## config.mk

```make
export PLATFORM = sky130hd
export DESIGN_NAME = sync_fifo_flags
export DESIGN_NICKNAME = d
export VERILOG_FILES = /design/src/rtl/sync_fifo_flags_pkg.sv /design/src/rtl/sync_fifo_flags_mem_dp.sv /design/src/rtl/sync_fifo_flags.sv
export SDC_FILE = /design/constraint.sdc
export NUM_CORES = 1
export LEC_CHECK = 0
export CAP_MARGIN = 25
export CORE_ASPECT_RATIO = 1.5
export CORE_UTILIZATION = 25
export DETAILED_ROUTE_END_ITERATION = 10
export PLACE_DENSITY = 0.45
export RECOVER_POWER = 25
export SYNTH_ARGS = -nofsm -noshare
export SYNTH_HDL_FRONTEND = slang
export SYNTH_SLANG_ARGS = --single-unit
```

## constraint.sdc

```tcl
create_clock -name i_clk -period 3.2 [get_ports i_clk]
set_clock_uncertainty 0.05 [all_clocks]
set_input_delay 0.64 -clock i_clk [delete_from_list [all_inputs] [get_ports i_clk]]
set_output_delay 0.64 -clock i_clk [all_outputs]
set_load 0.1 [all_outputs]
```

## src/rtl/sync_fifo_flags_pkg.sv

```systemverilog
// Shared definitions for the sync_fifo_flags FIFO family.
//   FIFO_STD / FIFO_FWFT : read-mode selectors for the FWFT parameter.
//   fifo_clog2()         : constant-foldable ceil(log2) for address sizing.
//   SFF_THRESH_LEGAL     : elaboration-time legality test for the
//                          almost-full / almost-empty thresholds.
`ifndef SYNC_FIFO_FLAGS_PKG_SV
`define SYNC_FIFO_FLAGS_PKG_SV

// True when 1 <= af <= depth and 0 <= ae <= depth-1.
`define SFF_THRESH_LEGAL(af, ae, depth) \
  (((af) >= 1) && ((af) <= (depth)) && ((ae) >= 0) && ((ae) <= ((depth) - 1)))

package sync_fifo_flags_pkg;

  localparam int FIFO_STD  = 0;
  localparam int FIFO_FWFT = 1;

  function automatic int fifo_clog2(input int value);
    int result;
    int v;
    result = 0;
    v      = value - 1;
    while (v > 0) begin
      result = result + 1;
      v      = v >> 1;
    end
    return result;
  endfunction

endpackage

`endif

```

## src/rtl/sync_fifo_flags_mem_dp.sv

```systemverilog
// fifo_mem_dp: DEPTH x WIDTH storage array for the FIFO.
// Synchronous write, asynchronous (combinational) read, no reset on storage.
// Ports:
//   i_clk   - write clock
//   i_we    - write enable
//   i_waddr - write address
//   i_wdata - write data
//   i_raddr - read address
//   o_rdata - read data, combinational from i_raddr
module fifo_mem_dp
  import sync_fifo_flags_pkg::*;
#(
  parameter int  WIDTH = 8,
  parameter int  DEPTH = 16,
  localparam int AW    = fifo_clog2(DEPTH)
) (
  input  logic             i_clk,
  input  logic             i_we,
  input  logic [AW-1:0]    i_waddr,
  input  logic [WIDTH-1:0] i_wdata,
  input  logic [AW-1:0]    i_raddr,
  output logic [WIDTH-1:0] o_rdata
);

  logic [WIDTH-1:0] r_mem [DEPTH];

  always_ff @(posedge i_clk) begin
    if (i_we) begin
      r_mem[i_waddr] <= i_wdata;
    end
  end

  assign o_rdata = r_mem[i_raddr];

endmodule

```

## src/rtl/sync_fifo_flags.sv

```systemverilog
// sync_fifo_flags: single-clock FIFO with fill count, programmable
// almost-full/almost-empty flags, overflow/underflow pulses and a
// selectable standard or first-word-fall-through read port.
// Ports:
//   i_clk, i_rst       - clock (rising edge), asynchronous active-high reset
//   i_wr_en, i_din     - write request and data
//   i_rd_en            - read request / pop
//   o_dout             - read data (registered in standard mode, head word in FWFT)
//   o_full, o_empty    - occupancy == DEPTH / == 0
//   o_almost_full      - count >= AF_THRESH
//   o_almost_empty     - count <= AE_THRESH
//   o_count            - occupancy 0..DEPTH
//   o_overflow         - pulse: previous cycle's write was rejected
//   o_underflow        - pulse: previous cycle's read was rejected
module sync_fifo_flags
  import sync_fifo_flags_pkg::*;
#(
  parameter int WIDTH     = 8,
  parameter int ADDR_W    = 4,
  parameter int AF_THRESH = 12,
  parameter int AE_THRESH = 2,
  parameter int FWFT      = FIFO_STD
) (
  input  logic              i_clk,
  input  logic              i_rst,
  input  logic              i_wr_en,
  input  logic [WIDTH-1:0]  i_din,
  input  logic              i_rd_en,
  output logic [WIDTH-1:0]  o_dout,
  output logic              o_full,
  output logic              o_empty,
  output logic              o_almost_full,
  output logic              o_almost_empty,
  output logic [ADDR_W:0]   o_count,
  output logic              o_overflow,
  output logic              o_underflow
);

  localparam int DEPTH = 2 ** ADDR_W;

  localparam logic [ADDR_W:0] PtrOne  = {{ADDR_W{1'b0}}, 1'b1};
  localparam logic [ADDR_W:0] FullCnt = {1'b1, {ADDR_W{1'b0}}};
  localparam logic [ADDR_W:0] AfCnt   = AF_THRESH[ADDR_W:0];
  localparam logic [ADDR_W:0] AeCnt   = AE_THRESH[ADDR_W:0];

  // Elaboration-time parameter checks.
  if (!`SFF_THRESH_LEGAL(AF_THRESH, AE_THRESH, DEPTH)) begin : g_bad_thresh
    $fatal(1, "sync_fifo_flags: AF_THRESH/AE_THRESH out of range for DEPTH");
  end
  if ((FWFT != FIFO_STD) && (FWFT != FIFO_FWFT)) begin : g_bad_mode
    $fatal(1, "sync_fifo_flags: FWFT must be FIFO_STD or FIFO_FWFT");
  end

  // MSB of each pointer is the wrap flag; low bits address memory.
  logic [ADDR_W:0]  r_wr_ptr;
  logic [ADDR_W:0]  r_rd_ptr;
  logic [ADDR_W:0]  r_count;
  logic             r_overflow;
  logic             r_underflow;

  logic [ADDR_W:0]  w_wr_ptr_d;
  logic [ADDR_W:0]  w_rd_ptr_d;
  logic [ADDR_W:0]  w_count_d;
  logic             w_full;
  logic             w_empty;
  logic             w_rd_ok;
  logic             w_wr_ok;
  logic [WIDTH-1:0] w_rdata;

  assign w_full  = (r_count == FullCnt);
  assign w_empty = (r_count == '0);

  // A write into a full FIFO is allowed when a read frees a slot in the same
  // cycle. No bypass when empty: the read is rejected even if a write lands.
  assign w_rd_ok = i_rd_en & ~w_empty;
  assign w_wr_ok = i_wr_en & (~w_full | w_rd_ok);

  always_comb begin
    w_wr_ptr_d = r_wr_ptr;
    w_rd_ptr_d = r_rd_ptr;
    if (w_wr_ok) begin
      w_wr_ptr_d = r_wr_ptr + PtrOne;
    end
    if (w_rd_ok) begin
      w_rd_ptr_d = r_rd_ptr + PtrOne;
    end
    // Modulo 2**(ADDR_W+1) difference keeps count exact across wraps.
    w_count_d = w_wr_ptr_d - w_rd_ptr_d;
  end

  always_ff @(posedge i_clk or posedge i_rst) begin
    if (i_rst) begin
      r_wr_ptr    <= '0;
      r_rd_ptr    <= '0;
      r_count     <= '0;
      r_overflow  <= 1'b0;
      r_underflow <= 1'b0;
    end else begin
      r_wr_ptr    <= w_wr_ptr_d;
      r_rd_ptr    <= w_rd_ptr_d;
      r_count     <= w_count_d;
      r_overflow  <= i_wr_en & ~w_wr_ok;
      r_underflow <= i_rd_en & ~w_rd_ok;
    end
  end

  fifo_mem_dp #(
    .WIDTH (WIDTH),
    .DEPTH (DEPTH)
  ) u_mem (
    .i_clk   (i_clk),
    .i_we    (w_wr_ok),
    .i_waddr (r_wr_ptr[ADDR_W-1:0]),
    .i_wdata (i_din),
    .i_raddr (r_rd_ptr[ADDR_W-1:0]),
    .o_rdata (w_rdata)
  );

  if (FWFT == FIFO_FWFT) begin : g_fwft
    // Head word shown directly; meaningless while empty.
    assign o_dout = w_rdata;
  end else begin : g_std
    logic [WIDTH-1:0] r_dout;
    always_ff @(posedge i_clk or posedge i_rst) begin
      if (i_rst) begin
        r_dout <= '0;
      end else if (w_rd_ok) begin
        r_dout <= w_rdata;
      end
    end
    assign o_dout = r_dout;
  end

  assign o_full         = w_full;
  assign o_empty        = w_empty;
  assign o_almost_full  = (r_count >= AfCnt);
  assign o_almost_empty = (r_count <= AeCnt);
  assign o_count        = r_count;
  assign o_overflow     = r_overflow;
  assign o_underflow    = r_underflow;

endmodule

```

==> impl_metrics.json <==
{
  "status": "completed",
  "cellLeakagePower_nw": 2.559,
  "syn_avg_cell_area_sq_um": 18.72,
  "startpoint": "o_count[2]",
  "cts_setup_buffers": 0,
  "min_path_type": "register to register",
  "hold_violations": 0,
  "ys_seq_area_share_pct": 72.78,
  "finalSetupViolations": 0,
  "r2r-end": "o_count[4]",
  "path_class": "register to register",
  "die-area_sq_um": 25210,
  "cp.required_ns": 3.44,
  "r2r_setup_slack_ns": 0.30,
  "synth-edff-count": 128,
  "startpoint_type": "register",
  "irDropWorstVdd_v": 0.0009494,
  "nets": 402,
  "worst_slack_ns": 0.2955,
  "grtUsageTotal_pct": 12.05,
  "worstSetupEndpoint": "o_count[4]",
  "rsz0062_at_grt": "no",
  "synthesis.instances": 328,
  "yosys_warnings": 0,
  "slew_violations": 0,
  "route.detailed.drc": 0,
  "crit_fanout": 5,
  "max_freq_mhz": 344.3,
  "rows": 69,
  "wl_um": 14090,
  "min_period_ns": 2.905,
  "die_w_um": 130.0,
  "netlist_top_cells_area": "edfxtp_1, mux4_2, dfrtp_1, ha_1, and2_1",
  "yosysTopAreaCell": "edfxtp_1",
  "cts_inserted_buffers": 17,
  "clock_sinks": 153,
  "synth-seq-cells": 153,
  "io_pins": 31,
  "reg2reg_depth": 10,
  "grt_max_degree": 35,
  "clk_latency_ns": 0.41,
  "place_ws_ns": 0.1592,
  "cts_root_buffer": "clkbuf_16",
  "dpl.hpwl_um": 9320,
  "synth_top_area_share_pct": 62.59,
  "synth.most_common_cell": "edfxtp_1",
  "die_h_um": 194.0,
  "core_area_sq_um": 23910,
  "fin_util_pct": 31.13,
  "antenna_found_initial": 0,
  "synth_ff_type": "edfxtp_1",
  "drv_cap": 0,
  "drive_gt1_share_pct": 26.21,
  "clkTransAtPathRegs_ns": 0.06,
  "power.density_nw_per_um2": 1020,
  "synth_area_sq_um": 6141,
  "avgViaCountPerCell": 4.433,
  "wl_per_cell_um": 19.79,
  "async_reset_ff_share_pct": 16.34,
  "cts_resized": 0,
  "ys_types": 38,
  "end_kind": "register",
  "cts_hold_buf": 0,
  "vias": 3156,
  "grt_pass1_vias": 3406,
  "htreeDepth": 4,
  "clk_path_buf_depth": 2,
  "gp_congestion": 0.7640,
  "io_buffers": 30,
  "syn_to_final_growth_pct": 21.23,
  "drt_iter0_drc": 154,
  "fin_setup_tns_ns": 0,
  "r2r-start": "o_count[2]",
  "tightest_slew_ns": 1.107,
  "grt_pass1_wl_um": 21490,
  "ant_nets": 0,
  "n_antenna_cell": 0,
  "cts_tree": "built",
  "period_share_pct": 90.77,
  "placed_cell_area_sq_um": 6875,
  "drt_pass1_iterations": 4,
  "cp.arrival_ns": 3.15,
  "slew_headroom_pct": 26.20,
  "grt-ovfl-total": 0,
  "syn_nets": 350,
  "initial_core_util_pct": 25.68,
  "design_area_sq_um": 7445,
  "ys_top_cells_by_count": "edfxtp_1, mux4_2, dfrtp_1, nand2_1, inv_1"
}
## power by group
part | internal (mW) | switching, mW
sequential | 2.49 | 0.249
combinational | 1.03 | 1.88
clock | 1.16 | 0.769
total | 4.69 | 2.90
## sequential cells by signal (all words and copies together), names as in the netlist
| register | count |
|---|---|
| u_mem.r_mem | 128 |
| r_rd_ptr | 5 |
| o_count | 5 |
| r_wr_ptr | 5 |
| o_underflow | 1 |
| o_overflow | 1 |
| o_dout | 8 |
## cell families (layout without fill, tap and decap cells)
group           Yosys count  in the layout  share of synthesized area, %
flops                   153            153                         72.78
fa+ha+maj                10             10                         2.160
mux                      34             34                         12.06
compound gates           40             40                         5.094
xor+xnor                  9              9                         1.284
simple gates             56             56                         4.849
buf+inv                  26             91                         1.773
## cells in the final DEF, fill, tap and decap left out, drive strengths merged, types with 2 or more instances in the layout
cell	netlist	final
a211o	2	2
a21boi	2	2
a21oi	4	4
a221oi	8	8
a22o	8	8
and2	13	13
and3	4	4
buf	9	30
bufinv	0	2
clkbuf	2	23
clkdlybuf4s50	0	6
clkinv	0	5
clkinvlp	0	5
dfrtp	25	25
dlygate4sd3	0	5
edfxtp	128	128
ha	9	9
inv	15	15
mux2i	2	2
mux4	32	32
nand2	18	18
nand3	4	4
nor2	7	7
nor2b	4	4
nor3	2	2
o21ai	9	9
xnor2	7	7
xor2	2	2
## through the flow
stage                     power, mW  hold WS [ns]  instances
after floorplan               4.891        0.4005        328
after global placement        5.754        0.4217        679
after detailed placement      5.771        0.4136        679
after CTS                     7.726        0.4262        711
after global routing          7.991        0.4610        712
final                         7.591        0.4226        712
## how the worst min path moves through the flow
stage	start	end	slack (ns)	depth (start not counted)
floorplan	r_rd_ptr[4]	r_rd_ptr[4]	0.40	1
global placement	r_rd_ptr[4]	r_rd_ptr[4]	0.42	1
detailed placement	r_rd_ptr[4]	r_rd_ptr[4]	0.41	1
CTS	r_rd_ptr[4]	r_rd_ptr[4]	0.43	1
global route	r_rd_ptr[4]	r_rd_ptr[4]	0.46	1
finish	r_rd_ptr[4]	r_rd_ptr[4]	0.42	1
## routing by layer
metal	up-vias	GRT usage [%]	wire, um
met5	-	0	0
met4	0	4.479	237
met3	13	2.097	295
met2	53	22.04	7937
met1	1674	13.70	5617
li1	1416	-	-
## area by class of cell
type                       count  area, sq um
clock inverter                12        126.4
sequential                   153         4476
tap                          319        399.1
fill                        2380        16470
inverter                      15        56.30
clock buffer                  20        446.7
multi-input combinational    149         1582
timing repair buffer          44        359.1
## critical path: stages, from the launching register on
cell and delay, ns:
dfrtp_2 0.46, or4_1 0.63, o21ai_2 0.27, mux2i_1 0.27, inv_1 0.10, fa_1 0.39, inv_1 0.10, a21o_1 0.15
a21oi_1 0.09, xnor2_1 0.14, xnor2_1 0.13
(Power assumes the default switching activity.)
